$ cat src/rtl/serial_adder_ctrl.sv
// Bit-serial WIDTH-bit adder: one full-add cell stepped LSB first, one bit per clock.
// Latency WIDTH clocks from accept to result; one operation in flight, result held until out_ready.
module serial_adder_ctrl #(
    parameter int WIDTH = 8
) (
    input  logic             clk,
    input  logic             rst,
    input  logic             in_valid,
    output logic             in_ready,
    input  logic [WIDTH-1:0] a,
    input  logic [WIDTH-1:0] b,
    output logic             out_valid,
    input  logic             out_ready,
    output logic [WIDTH-1:0] sum,
    output logic             carry_out,
    output logic             busy
);

    localparam int CW = $clog2(WIDTH);
    localparam logic [CW-1:0] LAST = CW'(WIDTH - 1);

    typedef enum logic [1:0] {IDLE, RUN, DONE} state_t;

    state_t           state;
    state_t           state_nxt;
    logic [WIDTH-1:0] sa;
    logic [WIDTH-1:0] sb;
    logic [WIDTH-1:0] acc;
    logic             carry;
    logic [CW-1:0]    cnt;
    logic             accept;

    // Full-add cell built from two half adders plus an OR of their carries.
    logic ha1_s, ha1_c, ha2_c, bit_s, bit_c;
    assign ha1_s = sa[0] ^ sb[0];
    assign ha1_c = sa[0] & sb[0];
    assign bit_s = ha1_s ^ carry;
    assign ha2_c = ha1_s & carry;
    assign bit_c = ha1_c | ha2_c;

    always_comb begin
        state_nxt = state;
        in_ready  = 1'b0;
        out_valid = 1'b0;
        busy      = 1'b0;
        accept    = 1'b0;
        case (state)
            IDLE: begin
                in_ready = !rst;
                accept   = in_valid && !rst;
                if (in_valid) state_nxt = RUN;
            end
            RUN: begin
                busy = 1'b1;
                if (cnt == LAST) state_nxt = DONE;
            end
            DONE: begin
                busy      = 1'b1;
                out_valid = 1'b1;
                if (out_ready) state_nxt = IDLE;
            end
            default: state_nxt = IDLE;
        endcase
    end

    always_ff @(posedge clk) begin
        if (rst) begin
            state     <= IDLE;
            sa        <= '0;
            sb        <= '0;
            acc       <= '0;
            carry     <= 1'b0;
            cnt       <= '0;
            sum       <= '0;
            carry_out <= 1'b0;
        end else begin
            state <= state_nxt;
            if (accept) begin
                sa    <= a;
                sb    <= b;
                acc   <= '0;
                carry <= 1'b0;
                cnt   <= '0;
            end
            if (state == RUN) begin
                sa    <= sa >> 1;
                sb    <= sb >> 1;
                acc   <= {bit_s, acc[WIDTH-1:1]};
                carry <= bit_c;
                cnt   <= cnt + 1'b1;
                // Final bit: publish the assembled word directly, bypassing acc.
                if (cnt == LAST) begin
                    sum       <= {bit_s, acc[WIDTH-1:1]};
                    carry_out <= bit_c;
                end
            end
        end
    end

endmodule

$ cat config.mk
export PLATFORM = sky130hd
export DESIGN_NAME = serial_adder_ctrl
export DESIGN_NICKNAME = d
export VERILOG_FILES = /design/src/rtl/serial_adder_ctrl.sv
export SDC_FILE = /design/constraint.sdc
export NUM_CORES = 1
export LEC_CHECK = 0
export BUFFER_PORTS_ARGS = -buffer_cell sky130_fd_sc_hd__buf_4
export CORE_MARGIN = 2
export CORE_UTILIZATION = 49
export CTS_BUF_LIST = sky130_fd_sc_hd__clkbuf_2
export DETAILED_ROUTE_END_ITERATION = 12
export HOLD_SLACK_MARGIN = 0.02
export PLACE_DENSITY_LB_ADDON = 0.15
export SLEW_MARGIN = 0
export SYNTH_ARGS = -nofsm -noshare
export SYNTH_HDL_FRONTEND = slang
export SYNTH_SLANG_ARGS = --single-unit
$ cat constraint.sdc
create_clock -name clk -period 2.92 [get_ports clk]
set_input_delay 0 -clock clk [delete_from_list [all_inputs] [get_ports clk]]
set_output_delay 0 -clock clk [all_outputs]
set_load 0.005 [all_outputs]
---- Word-level counts from Yosys, hierarchy flattened ----
Index checks and enable logic that the tools add are counted.
storage, ports and cells
  register bits after elaboration ......... 39
  bits of input ports ..................... 20
  output and inout port bits .............. 12
  logic and storage cells ................. 48
operators by class
  add/subtract/negate cells ............... 1
  equality and inequality tests ........... 6
  muxes and demuxes ....................... 18
  bitwise gates (word level) .............. 5
  reductions and logical operators ........ 8
operators by type and width
  kind                                           number
  2-to-1 mux 7 bit                               4
  2-to-1 mux 8 bit                               2
  2-to-1 mux 1 bit                               6
  2-to-1 mux 2 bit                               3
  2-to-1 mux 3 bit                               2
  inequality test 2 bit, second input constant   3
  one-hot mux 2 bit (3 select lines)             1
  OR reduction 2 bit                             2
  adder 3 x 1 -> 3 bit, second input constant    1
  == test 3 bit, second input constant           1
  AND reduction 3 bit                            1
  bitwise AND 1 bit                              2
  == test 2 x 1 -> 1 bit, second input constant  1
  == test 2 bit, second input constant           1
  zero test 2 bit                                1
  AND reduction 2 bit                            1
  nonzero test 2 bit                             1
  bitwise XOR 1 bit                              2
  logical AND 1 bit                              1
  zero test 1 bit                                1
  bitwise OR 1 bit                               1

---- Depth between registers and ports, before layout ----
  word-level depth ........................ 5
  mapped depth ............................ 7
  mapped depth without buffers ............ 5

---- Worst setup path after synthesis ----
No wires, ideal clock.
  path kind ............................... register to register
  from .................................... reg state[1]
  to ...................................... reg state[0]
  library setup time ...................... 72 ps
  arrival time ............................ 1415 ps
  data required time ...................... 2848 ps
  setup slack ............................. 1433 ps
  stages on the path, launching flop included .. 6
  path buffers ............................ 1
  period minus slack after synthesis ...... 1487 ps
  path through ............................ dfxtp_1 > inv_1 > ha_1 > buf_6 > a222oi_1 > mux2i_1
between the ends
  longest elaborated chain between the ends .. 3
  elaborated cells on any way between the ends .. 8
  those cells by class .................... 5 x eq/ne; 1 x mux; 2 x reduce/logical
ends and longest elaborated chain
  element                                               line  source
  from (decl)                                           24    state_t state;
  from (signal assigned)                                77    state <= state_nxt;
  == test 2 x 1 -> 1 bit, or another cell as far along  47    case (state)
  inequality test 2 bit (no line)                       -
  AND reduction 3 bit (no line)                         -
Several ways; a longest one is shown, not always the timed one.
A chain may end at the register's enable or synchronous reset.

---- Worst setup path after layout ----
  from .................................... reg state[1]
  to ...................................... reg sa[7]
between the ends
  longest elaborated chain between the ends .. 2
  elaborated cells on any way between the ends .. 4
  those cells by class .................... 1 x eq/ne; 1 x mux; 2 x reduce/logical
ends and longest elaborated chain
  element                                                                  line    source
  == test 2 x 1 -> 1 bit / zero test 2 bit (equally long branches)         85, 47
  OR reduction 2 bit (no line) / 2-to-1 mux 1 bit (equally long branches)  -
  to (signal assigned)                                                     86      sa <= sa >> 1;
  to (decl)                                                                26      logic [WIDTH-1:0] sa;
Several ways; a longest one is shown, not always the timed one.

==> results.md <==
Synth:
- The post-synthesis instance total is 179.
- The total nets after synthesis is 207.
- The proportion of register bits with asynchronous set or reset after synthesis is 0.
- The post-synth design cell area is 1735 sq um.
- Of the synthesized area, sequential elements account for 0.4384.
- The area share of the leading cell type in the synthesized netlist is 0.4384.
- dfxtp_1 takes more of the synthesized area than any other cell.
- The number of flops mapped to enable cells by yosys is 0.
- The count of yosys warnings during synthesis is 0.
- The most instantiated flip-flop cell in the synthesis netlist is dfxtp_1.
- The commonest cells after synthesis are 38 x dfxtp_1, 19 x inv_1, 15 x mux2_2.
- By area the synthesized netlist is led by dfxtp_1 44%, mux2_2 9.7%, o41ai_1 7.1%, o211ai_1 6.1%, a22o_1 5.0%.
- The average cell area after synthesis is 9.695 sq um.
- In the post-synthesis netlist, the cell with the most instances is dfxtp_1.
- The number of storage elements in the synthesis netlist is 38.
- The synthesized netlist contains 22 unique library cells.

Power:
- The power after layout is 1.440 mW.
- The static leakage is 0.8878 nW.
- The worst-case IR drop observed on VDD is 0.0004343 V.
- The total power divided by cell area is ~650 nW/um^2.

Clocking:
- The clock reaches the later pin of the worst-skew pair after 400 ps.
- In this run the deepest clock path goes through 2 buffers.
- The number of resized instances in the post-cts repair step is 0.
- The CTS tree is done.
- The root cell of the clock tree is clkbuf_2.
- The CTS buffer count is 5.
- In this run the post-CTS setup repair buffer count came out at 0.
- The H-tree depth is 2.
- The post-cts hold buffer count is 20.
- The clock net in this run drives a total of 38 sinks.
- The clock transition at the registers of the reported paths is 210 ps.

Timing:
- The final-layout worst hold slack is 37.44 ps.
- The count of endpoints failing hold in the final timing report is 0.
- For the finished layout, the period the worst path requires is 2329 ps.
- The setup TNS after final layout is 0 ps.
- Clock skew on the completed layout was measured at 21.84 ps.
- The post-layout worst setup margin is 591.0 ps.
- The max-slew headroom at the worst pin is 0.5264.
- The actual slew at the worst max-slew pin is 708.9 ps.
- The max-slew violation count came to 0.
- The share of the clock period used by the worst path after layout is 0.7976.
- Setup violations remaining at the end of the flow were counted as 0.
- Setup repair after global routing left no endpoint under its margin.
- The maximum clock frequency is 0.4294 GHz.

Setup path:
- The critical path contains buffers and inverters numbering 3 combined.
- For the worst setup path, the data required time is 3240 ps.
- Traced cell by cell, the critical path runs through inv_1 > ha_1 > and2_1 > buf_4 > mux2i_1 > nor3_1 > dlygate4sd3_1.
- For this design, the slowest cell found on the critical path is dlygate4sd3_1.
- The element type at the critical path start is a flip-flop.
- The critical path data arrival time is 2650 ps.
- On the critical path the largest part of the delay comes from buffers and inverters.
- Of all nets on the critical path, the largest fanout is 20.
- The worst setup path is of the reg2reg kind.
- On the worst path, the slowest cell contributes a delay of around 570 ps.
- STA classifies the critical path endpoint as a flip-flop.

Drt:
- The remaining antenna violation count is 0.
- The detailed-route DRC error count is 0.
- The via count is 1453.
- In the final routed layout, each cell accounts on average for 13.12 um.
- The first detailed-routing pass took 4 iterations.
- After detailed routing, the total wire length is 3543 um.
- In this run, the number of DRC markers left after iteration 0 of detailed routing was 44.
- The per-cell via count in the routed design is 5.381.

Finish:
- Across the whole layout, storage elements account for 760.7 sq um.
- The post-layout instance count excluding filler cells is 270.
- The number of nets in the layout is 251.
- The total area of multi-input combinational cells is around 800 sq um.
- Once layout is complete, the utilization of the core stands at 0.6574.
- The number of antenna diodes in the final layout is 0.
- Compared with the post-synthesis result, the final layout area differs by 27.40%.
- The number of inserted filler cells in the final layout is 295.
- In the final layout, the share of cells above drive strength 1 is 0.2545.
- After routing the design area is between 2000 and 2500 sq um.

GRT:
- The total grt overflow is 0.
- The number of global-route vias before repair came to 1354.
- The number of antenna violations at the first check in global routing was 0.
- Entering global routing, the biggest net connects 30 pins.
- The first global-routing pass estimated approximately 6000 um of wire.
- The overall fraction of global-route tracks in use is 0.1909.

Die:
- In this run the core area contains 21 standard-cell rows.
- The initial cell density of the core is 0.5160.
- Measured along the y axis, the die boundary spans between 60 and 70 um.
- The total area inside the core boundary comes to 3363 sq um.
- Pin placement for this block handled 32 I/O pins.
- The die width is 63.51 um.
- The overall die area is 4034 sq um.

Run status:
- The flow ran to the end, and the final reports show no timing, DRC or antenna violations.

Place:
- The global placement routability congestion is 0.7685.
- Before CTS, the worst setup slack after placement is 836.0 ps.
- The count of port buffers added during placement is 31.
- The placed cell count is 242.
- The placed standard-cell area is 1969 sq um.
- After legalization and detailed placement, the total HPWL measured 2214 um.

Min path:
- The min-delay analysis places its worst path in the category in2reg.

Flow run:
- The max-cap check violation count is 0.
## sequential cells by signal, summed over array words and instances (netlist names)
signal,flops
cnt,3
acc,7
sb,8
carry,1
sa,8
sum,8
carry_out,1
state,2
## worst reg2reg max path, cell delays in order, from the launching register on
cell and delay (ps):
dfxtp_1 360, inv_1 130, ha_1 210, and2_1 400
buf_4 330, mux2i_1 220, nor3_1 60, dlygate4sd3_1 570
## routing by layer
| layer | up-vias | track usage | routed length (um) |
|---|---|---|---|
| met4 | 0 | 0.08152 | 53 |
| met2 | 38 | 0.3316 | 1791 |
| li1 | 731 | - | - |
| met3 | 6 | 0.03929 | 138 |
| met1 | 678 | 0.2267 | 1559 |
| met5 | - | 0 | 0 |
## final cells by class
| class | count | share of cell area |
|---|---|---|
| Sequential cell | 38 | 0.3441 |
| Inverter | 20 | 0.03396 |
| Timing Repair Buffer | 54 | 0.2060 |
| Multi-Input combinational cell | 104 | 0.3713 |
| Tap cell | 46 | 0.02603 |
| Clock buffer | 5 | 0.01132 |
| Clock inverter | 3 | 0.007357 |
## kinds of logic after synthesis
logic type / count (synthesis) / share of synthesized area
fa+ha+maj: 8 / 0.06200
compound gates: 48 / 0.2134
buf+inv: 37 / 0.09012
flops: 38 / 0.4384
simple gates: 29 / 0.07570
mux: 19 / 0.1204
## path summary, 6_finish.rpt
kind | from | endpoint | slack, ps | cells after the start
worst max-delay path | state[1] | sa[7] | 590 | 7
worst min register to register | sum[3] | sum[3] | 470 | 2
worst max register to register | state[1] | sa[7] | 590 | 7
worst min-delay path | out_ready | state[1] | 40 | 4
## cell usage in the layout (no fill, tap or decap), types with 6 or more instances in the layout
master / count
o41ai_1: 14
nand2_1: 14
dlygate4sd3_1: 20
mux2_2: 15
o211ai_1: 14
nand3_1: 9
a22o_1: 10
buf_4: 34
a21oi_1: 9
dfxtp_1: 38
ha_1: 6
inv_1: 19
## power breakdown
group	leakage [nW]	internal [mW]	switching, mW	total [mW]
combinational	0.552	0.263	0.283	0.547
clock	0.0264	0.0546	0.177	0.232
sequential	0.309	0.609	0.0522	0.661
Power figures use the tool's default switching activity.
